`src/rtl/tlb_pkg.sv`:
```
// tlb_pkg: shared widths, FSM encoding and tag entry type for the TLB tag CAM
package tlb_pkg;
  localparam int ENTRIES = 8;
  localparam int IDX_W = 3;
  localparam int VPN_W = 20;
  localparam int ASID_W = 8;
  typedef enum logic {IDLE = 1'b0, SWEEP = 1'b1} tlb_state_e;
  typedef struct packed {
    logic [VPN_W-1:0]  vpn;
    logic [ASID_W-1:0] asid;
    logic              g;
  } tlb_tag_t;
endpackage

```
`src/rtl/tlb_rand_ctr.sv`:
```
// tlb_rand_ctr: free-running random-replacement pointer, counts down and wraps above the wired floor
module tlb_rand_ctr
  import tlb_pkg::*;
#(
  parameter int WIRED = 0
) (
  input  logic             clk,
  input  logic             clrn,
  output logic [IDX_W-1:0] rand_idx
);
  localparam logic [IDX_W-1:0] TOP = IDX_W'(ENTRIES - 1);
  // A floor at or above the top entry collapses the counter into holding at the top.
  localparam logic [IDX_W-1:0] FLOOR = (WIRED >= ENTRIES - 1) ? TOP : IDX_W'(WIRED);
  logic [IDX_W-1:0] rand_q, rand_d;
  always_comb rand_d = (rand_q == FLOOR) ? TOP : rand_q - IDX_W'(1);
  always_ff @(posedge clk or negedge clrn) begin
    if (!clrn) rand_q <= TOP;
    else       rand_q <= rand_d;
  end
  assign rand_idx = rand_q;
endmodule

```
`src/rtl/tlb_tag_cam.sv`:
```
// tlb_tag_cam: 8-entry fully-associative TLB tag CAM with data-RAM write sequencing.
// Define TLB_MULTIHIT_EN to add the multi_hit / sticky mh_err outputs.
module tlb_tag_cam
  import tlb_pkg::*;
#(
  parameter int WIRED = 0
) (
  input  logic              clk,
  input  logic              clrn,
  input  logic [VPN_W-1:0]  lk_vpn,
  input  logic [ASID_W-1:0] lk_asid,
  output logic              hit,
  output logic [IDX_W-1:0]  hit_idx,
  input  logic              wr_en,
  input  logic              wr_rand,
  input  logic [IDX_W-1:0]  wr_idx,
  input  logic [VPN_W-1:0]  wr_vpn,
  input  logic [ASID_W-1:0] wr_asid,
  input  logic              wr_g,
  input  logic              inv_all,
  output logic              busy,
  output logic [IDX_W-1:0]  rand_idx,
  output logic [IDX_W-1:0]  ram_addr,
  output logic              ram_we,
  output logic              ram_clr
`ifdef TLB_MULTIHIT_EN
  ,
  output logic              multi_hit,
  output logic              mh_err
`endif
);
  tlb_state_e       state_q, state_d;
  logic [IDX_W-1:0] ptr_q, ptr_d;
  logic [ENTRIES-1:0] valid_q, valid_d, match;
  tlb_tag_t         tag_q [ENTRIES];
  tlb_tag_t         tag_d [ENTRIES];
  logic [IDX_W-1:0] enc, tgt;
  logic             sweep, do_wr;
  tlb_rand_ctr #(.WIRED(WIRED)) u_rand (
    .clk      (clk),
    .clrn     (clrn),
    .rand_idx (rand_idx)
  );
  always_comb begin
    match = '0;
    for (int i = 0; i < ENTRIES; i++)
      match[i] = valid_q[i] && tag_q[i].vpn == lk_vpn && (tag_q[i].g || tag_q[i].asid == lk_asid);
  end
  // Scanning downward leaves the lowest matching index in enc.
  always_comb begin
    enc = '0;
    for (int i = ENTRIES - 1; i >= 0; i--)
      if (match[i]) enc = IDX_W'(i);
  end
  assign sweep    = state_q == SWEEP;
  assign hit      = !sweep && |match;
  assign hit_idx  = hit ? enc : '0;
  assign do_wr    = !sweep && wr_en && !inv_all;
  assign tgt      = wr_rand ? rand_idx : wr_idx;
  assign busy     = sweep;
  assign ram_we   = sweep || do_wr;
  assign ram_clr  = sweep;
  assign ram_addr = sweep ? ptr_q : do_wr ? tgt : hit_idx;
  always_comb begin
    state_d = state_q;
    ptr_d   = ptr_q;
    valid_d = valid_q;
    tag_d   = tag_q;
    if (sweep) begin
      valid_d[ptr_q] = 1'b0;
      ptr_d          = ptr_q + IDX_W'(1);
      state_d        = (ptr_q == IDX_W'(ENTRIES - 1)) ? IDLE : SWEEP;
    end else if (inv_all) begin
      state_d = SWEEP;
      ptr_d   = '0;
    end else if (wr_en) begin
      valid_d[tgt] = 1'b1;
      tag_d[tgt]   = tlb_tag_t'{vpn: wr_vpn, asid: wr_asid, g: wr_g};
    end
  end
  always_ff @(posedge clk or negedge clrn) begin
    if (!clrn) begin
      state_q <= IDLE;
      ptr_q   <= '0;
      valid_q <= '0;
      for (int i = 0; i < ENTRIES; i++) tag_q[i] <= '0;
    end else begin
      state_q <= state_d;
      ptr_q   <= ptr_d;
      valid_q <= valid_d;
      tag_q   <= tag_d;
    end
  end
`ifdef TLB_MULTIHIT_EN
  logic mh_err_q;
  assign multi_hit = !sweep && |(match & (match - ENTRIES'(1)));
  always_ff @(posedge clk or negedge clrn) begin
    if (!clrn) mh_err_q <= 1'b0;
    else       mh_err_q <= mh_err_q | multi_hit;
  end
  assign mh_err = mh_err_q;
`endif
endmodule

```
`config.mk`:
```
export PLATFORM = sky130hd
export DESIGN_NAME = tlb_tag_cam
export DESIGN_NICKNAME = d
export VERILOG_FILES = /design/src/rtl/tlb_pkg.sv /design/src/rtl/tlb_rand_ctr.sv /design/src/rtl/tlb_tag_cam.sv
export SDC_FILE = /design/constraint.sdc
export NUM_CORES = 1
export LEC_CHECK = 0
export ABC_AREA = 1
export BUFFER_PORTS_ARGS = -buffer_cell sky130_fd_sc_hd__buf_2
export CAP_MARGIN = 20
export CORE_ASPECT_RATIO = 1.5
export CORE_MARGIN = 5
export CORE_UTILIZATION = 43
export DETAILED_ROUTE_END_ITERATION = 10
export PLACE_DENSITY = 0.72
export SLEW_MARGIN = 20
export SYNTH_ARGS = -nofsm -noshare
export SYNTH_HDL_FRONTEND = slang
export SYNTH_HIERARCHICAL = 1
export SYNTH_SLANG_ARGS = --single-unit
```
`constraint.sdc`:
```
create_clock -name clk -period 1.95 [get_ports clk]
set_input_delay 0.39 -clock clk [delete_from_list [all_inputs] [get_ports clk]]
set_output_delay 0.39 -clock clk [all_outputs]
set_load 0.1 [all_outputs]
```
==> results of run 1 <==
-- cell families after synthesis --
group                    Yosys count  synth area share
AO/OA/AOI/OAI                    286            0.1164
buffers and inverters            286           0.09118
XOR/XNOR                          94           0.06430
adder cells (fa/ha/maj)            4          0.003909
multiplexers                       1         0.0007818
flip-flops                       247            0.4830
AND/OR/NAND/NOR                  788            0.2404
-- where the power goes --
| part | leakage (nW) | internal (mW) | switching (mW) |
|---|---|---|---|
| clock network | 0.404 | 2.76 | 2.09 |
| logic | 4.15 | 2.72 | 3.75 |
| registers | 3.32 | 6.79 | 1.36 |
-- synth_stat cells --
cell type	number	area, µm²
nand3_1	14	70.07
o21ai_1	3	15.01
clkbuf_1	32	120.1
ha_1	4	50.05
buf_6	1	11.26
nand4_1	17	106.4
and2_1	1	6.260
a21boi_1	3	22.52
mux2i_1	1	10.01
o21ai_0	256	1281
nand2_2	4	25.02
nand2_1	639	2399
nor2_4	1	11.26
or2_2	4	25.02
nor2_1	101	379.1
nand3_2	2	20.02
nand2_4	1	11.26
a21boi_2	2	22.52
inv_1	193	724.4
a21oi_2	1	8.760
o21bai_1	3	22.52
xnor2_1	83	727.0
a21oi_1	1	5.000
dfrtp_1	244	6106
xor2_1	11	96.34
o22ai_1	13	81.33
nor2_2	4	25.02
o211ai_1	2	15.01
inv_2	15	56.30
a22oi_1	1	7.510
o221ai_1	1	8.760
buf_4	12	90.09
buf_2	33	165.2
dfstp_2	3	78.83
-- metrics by stage --
step	instance area [µm²]	setup WS, ps	util	power, mW	instances
final	15900	-1081	0.5393	19.48	2283
after global placement	14770	-864.6	0.5011	14.17	2228
after CTS	15750	-1049	0.5342	19.40	2277
after global routing	15900	-1197	0.5393	20.68	2283
after detailed placement	14770	-889.4	0.5011	14.38	2228
after floorplan	13190	-636.1	-	11.98	1706
-- final cells by class --
class	count	area [µm²]	share of cell area
Clock buffer	33	728.2	0.04580
Clock inverter	10	88.84	0.005587
Inverter	208	829.5	0.05217
Multi-Input combinational cell	1173	5808	0.3653
Sequential cell	247	6188	0.3892
Tap cell	395	494.2	0.03108
Timing Repair Buffer	217	1763	0.1109
-- flip-flops by register name, indices dropped and copies added, names as in the netlist --
| register | flops |
|---|---|
| busy | 1 |
| tag_q | 232 |
| ptr_q | 3 |
| valid_q | 8 |
| u_rand/rand_idx | 3 |
-- per-layer routing --
metal / share of wire / global-route usage / vias up
met5: 0 / 0 / -
met4: 0.079 / 0.1607 / 0
met3: 0.050 / 0.02947 / 139
met2: 0.50 / 0.4377 / 419
met1: 0.37 / 0.2873 / 5490
li1: - / - / 5580
-- final timing paths --
path / end / slack, ps / cells past startpoint
worst min register to register: u_rand/rand_idx[0] / 480 / 1
worst max register to register: tag_q[44] / 160 / 9
worst min-delay path: tag_q[176] / 220 / 3
worst max-delay path: ram_addr[1] / -1080 / 16
min in group asynchronous: tag_q[168] / 350 / 2
max in group asynchronous: tag_q[151] / 830 / 3
-- critical path, delay by kind of cell (launching register included) --
family,cells,cell delay (ps)
AND/OR/NAND/NOR,14,1360
buffers and inverters,2,280
flip-flops,1,420
-- repair_timing --
action | in CTS | in global routing
pin swaps | 21 | 16
hold buffers | 1 | 0
resized for setup | 32 | 31
hold endpoints to repair | 44 | 0
buffers inserted | 5 | 7
endpoints found under the setup margin | 11 | 17
-- placed cells by master (no fill, tap or decap), types with 2 or more instances in the layout --
cell type	instances
xnor2_2	10
clkinvlp_4	4
nand2_4	5
inv_4	8
o21ai_0	256
a21boi_1	2
nor2_4	8
buf_2	65
nand3_2	8
clkbuf_1	3
nor2_1	79
nand3_1	7
buf_4	125
inv_1	179
buf_12	22
o21bai_1	3
xnor2_1	73
dfstp_2	3
inv_2	15
nand2_1	611
clkbuf_16	27
clkinv_2	5
o22ai_1	12
xor2_1	10
a21boi_2	3
nor2_2	19
o211ai_1	2
clkbuf_8	3
nand2_2	27
or2_2	3
buf_6	3
nand4_1	17
clkinv_4	3
ha_1	4
inv_6	2
dfrtp_1	243
==> impl_metrics.yaml, run 1 <==
outcome:
  status: "finished, violations left"
  violations: "setup timing"
critical_path:
  startpoint_type: "flip-flop"
  path_cells: "nand2_2 -> nand2_1 -> nor2_1 -> nand2_1 -> nor2_2 -> buf_6 -> and2_4 -> nand3_2 -> nand2_4 -> nand3_2 -> nand2_2 -> nand3_4 -> nor2_4 -> nand2_4 -> nand2_8 -> buf_12"
  slowest_delay_ps: 420
  r2r_start: "u_rand/rand_idx[2]"
  critPathLaunch: "tag_q[26]"
  cpMaxStageDelayCell: "dfrtp_1"
  critPathCaptureType: "primary output"
  worstPathRequired_ps: 1560
  crit_fanout: 3
  cp_data_arrival_time_ps: 2640
  worstSetupPathType: "flip-flop to primary output"
routing:
  ant_nets: 0
  drt_pass1_iterations: 5
  post_drt_wl_per_cell_um: 18.13
  vias: 11630
  drt-initial-drc-count: 882
  drc: 0
  wl_um: 41400
  avgViaCountPerCell: 5.093
floorplan:
  io-pin-count: 78
  start_util: 0.4343
  die_h_um: 221.3
  fp.dieW_um: 150.9
  dieArea_um2: 33400
  rows: 77
  core_area_um2: 29480
hold_path:
  hp-start: "wr_asid[1]"
  hold_class: "input port to flip-flop"
clock_tree:
  numCtsBuffers: 26
  htree_num_levels: 1
  cts_tree: "yes"
  cts_sinks: 247
  clk_path_buf_depth: 3
  clkTransAtPathRegs_ps: 60
  clock_latency_ps: 550
  cts-root-buf: "clkbuf_16"
pwr:
  ir_drop_mv: 0.8689
  p_leak_nw: 7.882
  power_density_nw_per_um2: 1225
sta:
  fin_crit_ps: 3031
  holdWs_ps: 224.8
  worst_pin_slew_ps: 487.2
  finalHoldViolations: 0
  relSlewSlack: 0.6775
  drv_slew: 0
  min_period_over_period: 1.554
  fmax_mhz: 330.0
  rsz0062_at_grt: "true"
  setup_viol: 8
  postLayoutSetupSlackWorst_ps: -1081
  finClkSkew_ps: 15.04
  setup_tns_ps: -7283
logic_synthesis:
  ys_warn_count: 6
  ys_seq_area_frac: 0.4830
  ys_types: 34
  synthCells: 1706
  synth_nets: 1775
  synth_seq_cells: 247
  syn_avg_cell_area_um2: 7.505
  syn_area_um2: 12800
global_routing:
  grt_max_degree: 72
  antenna_found_initial: 0
  grt_pass1_vias: 11670
  grt_use_total: 0.2515
  grt_overflow: 0
  grt_pass1_wl_um: 65240
place:
  portBuffers: 77
  place_congestion: 1.042
  dpl.hpwl_um: 30750
job:
  maxCapViolCount: 0
finish:
  nFillCells: 2808
  drive_above_1_share: 0.2018
  diodes: 0
  syn_to_final_growth_pct: 24.19
  final_nets: 1942
Power figures use the tool's default switching activity.
==> run 2, diff against run 1 <==
SETUP_SLACK_MARGIN = 0.1   (was unset)
==> run 2 against run 1 <==
Compared with the run above: the run still ends with setup timing left; power up 0.66%; sequential power about the same; final cell count did not move; sequential cell count stayed put; core utilization grew 0.54 points; global-route usage is 0.23 points higher.
==> impl_metrics.yaml, run 2 (synthesis gave the netlist of run 1 again) <==
outcome:
  status: "finished, violations left"
  violations: "setup timing"
routing:
  avgViaCountPerCell: 5.055
  wl_um: 43470
  post_drt_wl_per_cell_um: 19.04
  drt-initial-drc-count: 829
  vias: 11540
  drc: 0
  ant_nets: 0
  drt_pass1_iterations: 7
floorplan:
  core_area_um2: 29480
  rows: 77
  dieArea_um2: 33400
  die_h_um: 221.3
  start_util: 0.4343
  fp.dieW_um: 150.9
  io-pin-count: 78
critical_path:
  critPathLaunch: "tag_q[20]"
  timing.rr.end: "tag_q[1]"
  cp_data_arrival_time_ps: 2670
  startpoint_type: "flip-flop"
  cpMaxStageDelayCell: "dfrtp_1"
  r2r_start: "u_rand/rand_idx[2]"
  slowest_delay_ps: 400
  cpMostUsedCell: "nand2_1"
  r2r_cells: 9
  crit_end: "ram_addr[2]"
  worstSetupPathType: "flip-flop to primary output"
  rrSetupSlack_ps: 210
  path_cells: "inv_1 -> nand2_2 -> nand2_1 -> nor2_2 -> nand2_1 -> nor2_1 -> buf_4 -> and2_4 -> nand3_2 -> nand2_4 -> buf_6 -> o21ai_4 -> nand2_1 -> o211ai_1 -> o21ai_4 -> buf_12"
  crit_cells: 16
  worstPathRequired_ps: 1560
  critPathCaptureType: "primary output"
  crit_buf_inv: 4
  crit_family: "simple AND/OR/NAND/NOR gates"
  crit_fanout: 3
pwr:
  power_density_nw_per_um2: 1221
  ir_drop_mv: 0.6184
  p_leak_nw: 7.945
sta:
  setup_viol: 8
  setup_tns_ps: -7419
  finClkSkew_ps: 10.57
  relSlewSlack: 0.6603
  rsz0062_at_grt: "true"
  finalHoldViolations: 0
  min_period_over_period: 1.567
  fin_crit_ps: 3057
  drv_slew: 0
  postLayoutSetupSlackWorst_ps: -1107
  worst_pin_slew_ps: 509.0
  fmax_mhz: 327.2
hold_path:
  holdPathStages: 3
  hold_class: "input port to flip-flop"
clock_tree:
  clock_latency_ps: 550
  cts_tree: "yes"
  numCtsBuffers: 26
  clk_path_buf_depth: 3
  htree_num_levels: 1
  clkTransAtPathRegs_ps: 60
  cts_sinks: 247
  cts-root-buf: "clkbuf_16"
finish:
  drive_above_1_share: 0.1954
  final_common_cell: "nand2_1"
  fin_util: 0.5448
  nFillCells: 2804
  largest_reg_flops: 232
  diodes: 0
  final_cell_mix: "610 x nand2_1, 253 x o21ai_0, 242 x dfrtp_1"
  final_nets: 1943
  top_regs: "tag_q (232), valid_q (8)"
  syn_to_final_growth_pct: 25.44
  top_register: "tag_q"
place:
  portBuffers: 77
  place_congestion: 1.007
  dpl.hpwl_um: 30930
global_routing:
  antenna_found_initial: 0
  grt_use_total: 0.2537
  grt_overflow: 0
  grt_pass1_vias: 11590
  grt_max_degree: 66
  grt_pass1_wl_um: 65070
job:
  maxCapViolCount: 0
## run 2: through the flow
step           instances  hold WS, ps  setup WS [ps]  power, mW  instance area, µm²
2_1_floorplan       1706        94.41         -636.1      11.98               13240
3_3_place_gp        2229        266.2         -919.2      14.20               14840
3_5_place_dp        2229        268.2         -942.1      14.39               14840
4_1_cts             2274        156.2          -1080      19.47               15800
5_1_grt             2283        175.4          -1254      20.74               16060
6_report            2283        171.6          -1107      19.60               16060
## run 2: worst min path at each step
stage,startpoint,to,slack (ps)
CTS,inv_all,busy,160
global placement,clrn,tag_q[2],270
global route,inv_all,busy,180
detailed placement,clrn,tag_q[31],270
finish,inv_all,busy,170
floorplan,clrn,ptr_q[0],90
## run 2: routing by layer
metal / part of all wire / routed length (µm) / GRT usage / up-vias
met5: 0 / 0 / 0 / -
met4: 0.074 / 3209 / 0.1516 / 0
met3: 0.052 / 2240 / 0.02804 / 129
met2: 0.51 / 22080 / 0.4469 / 385
met1: 0.37 / 15940 / 0.2909 / 5442
li1: - / - / - / 5584
## run 2: power breakdown
group	leakage, nW	switching (mW)	internal [mW]
Sequential	3.32	1.35	6.80
Combinational	4.22	3.79	2.76
Clock	0.404	2.04	2.87
Total	7.95	7.18	12.4
## run 2: final cells by class
cell class | count | area, µm² | share of cell area
multi-input cells | 1173 | 5794 | 0.3608
inverters | 208 | 829.5 | 0.05165
clock inverters | 3 | 40.04 | 0.002493
well taps | 395 | 494.2 | 0.03077
repair buffers | 218 | 1919 | 0.1195
flip-flops and latches | 247 | 6201 | 0.3861
clock buffers | 39 | 782.0 | 0.04869
## run 2: what timing repair did
action	in CTS	in global routing
buffers inserted	2	4
endpoints found under the hold margin	22	0
pin swaps	17	12
resized for setup	32	38
hold buffers	1	0
endpoints found under the setup margin	13	142
gates cloned	0	5
## run 2: worst reg2reg max path: cells and delay by family, from the launching register on
family	cells	cell delay (ps)
buf+inv	3	430
flops	1	620
compound gates	2	150
simple gates	4	410
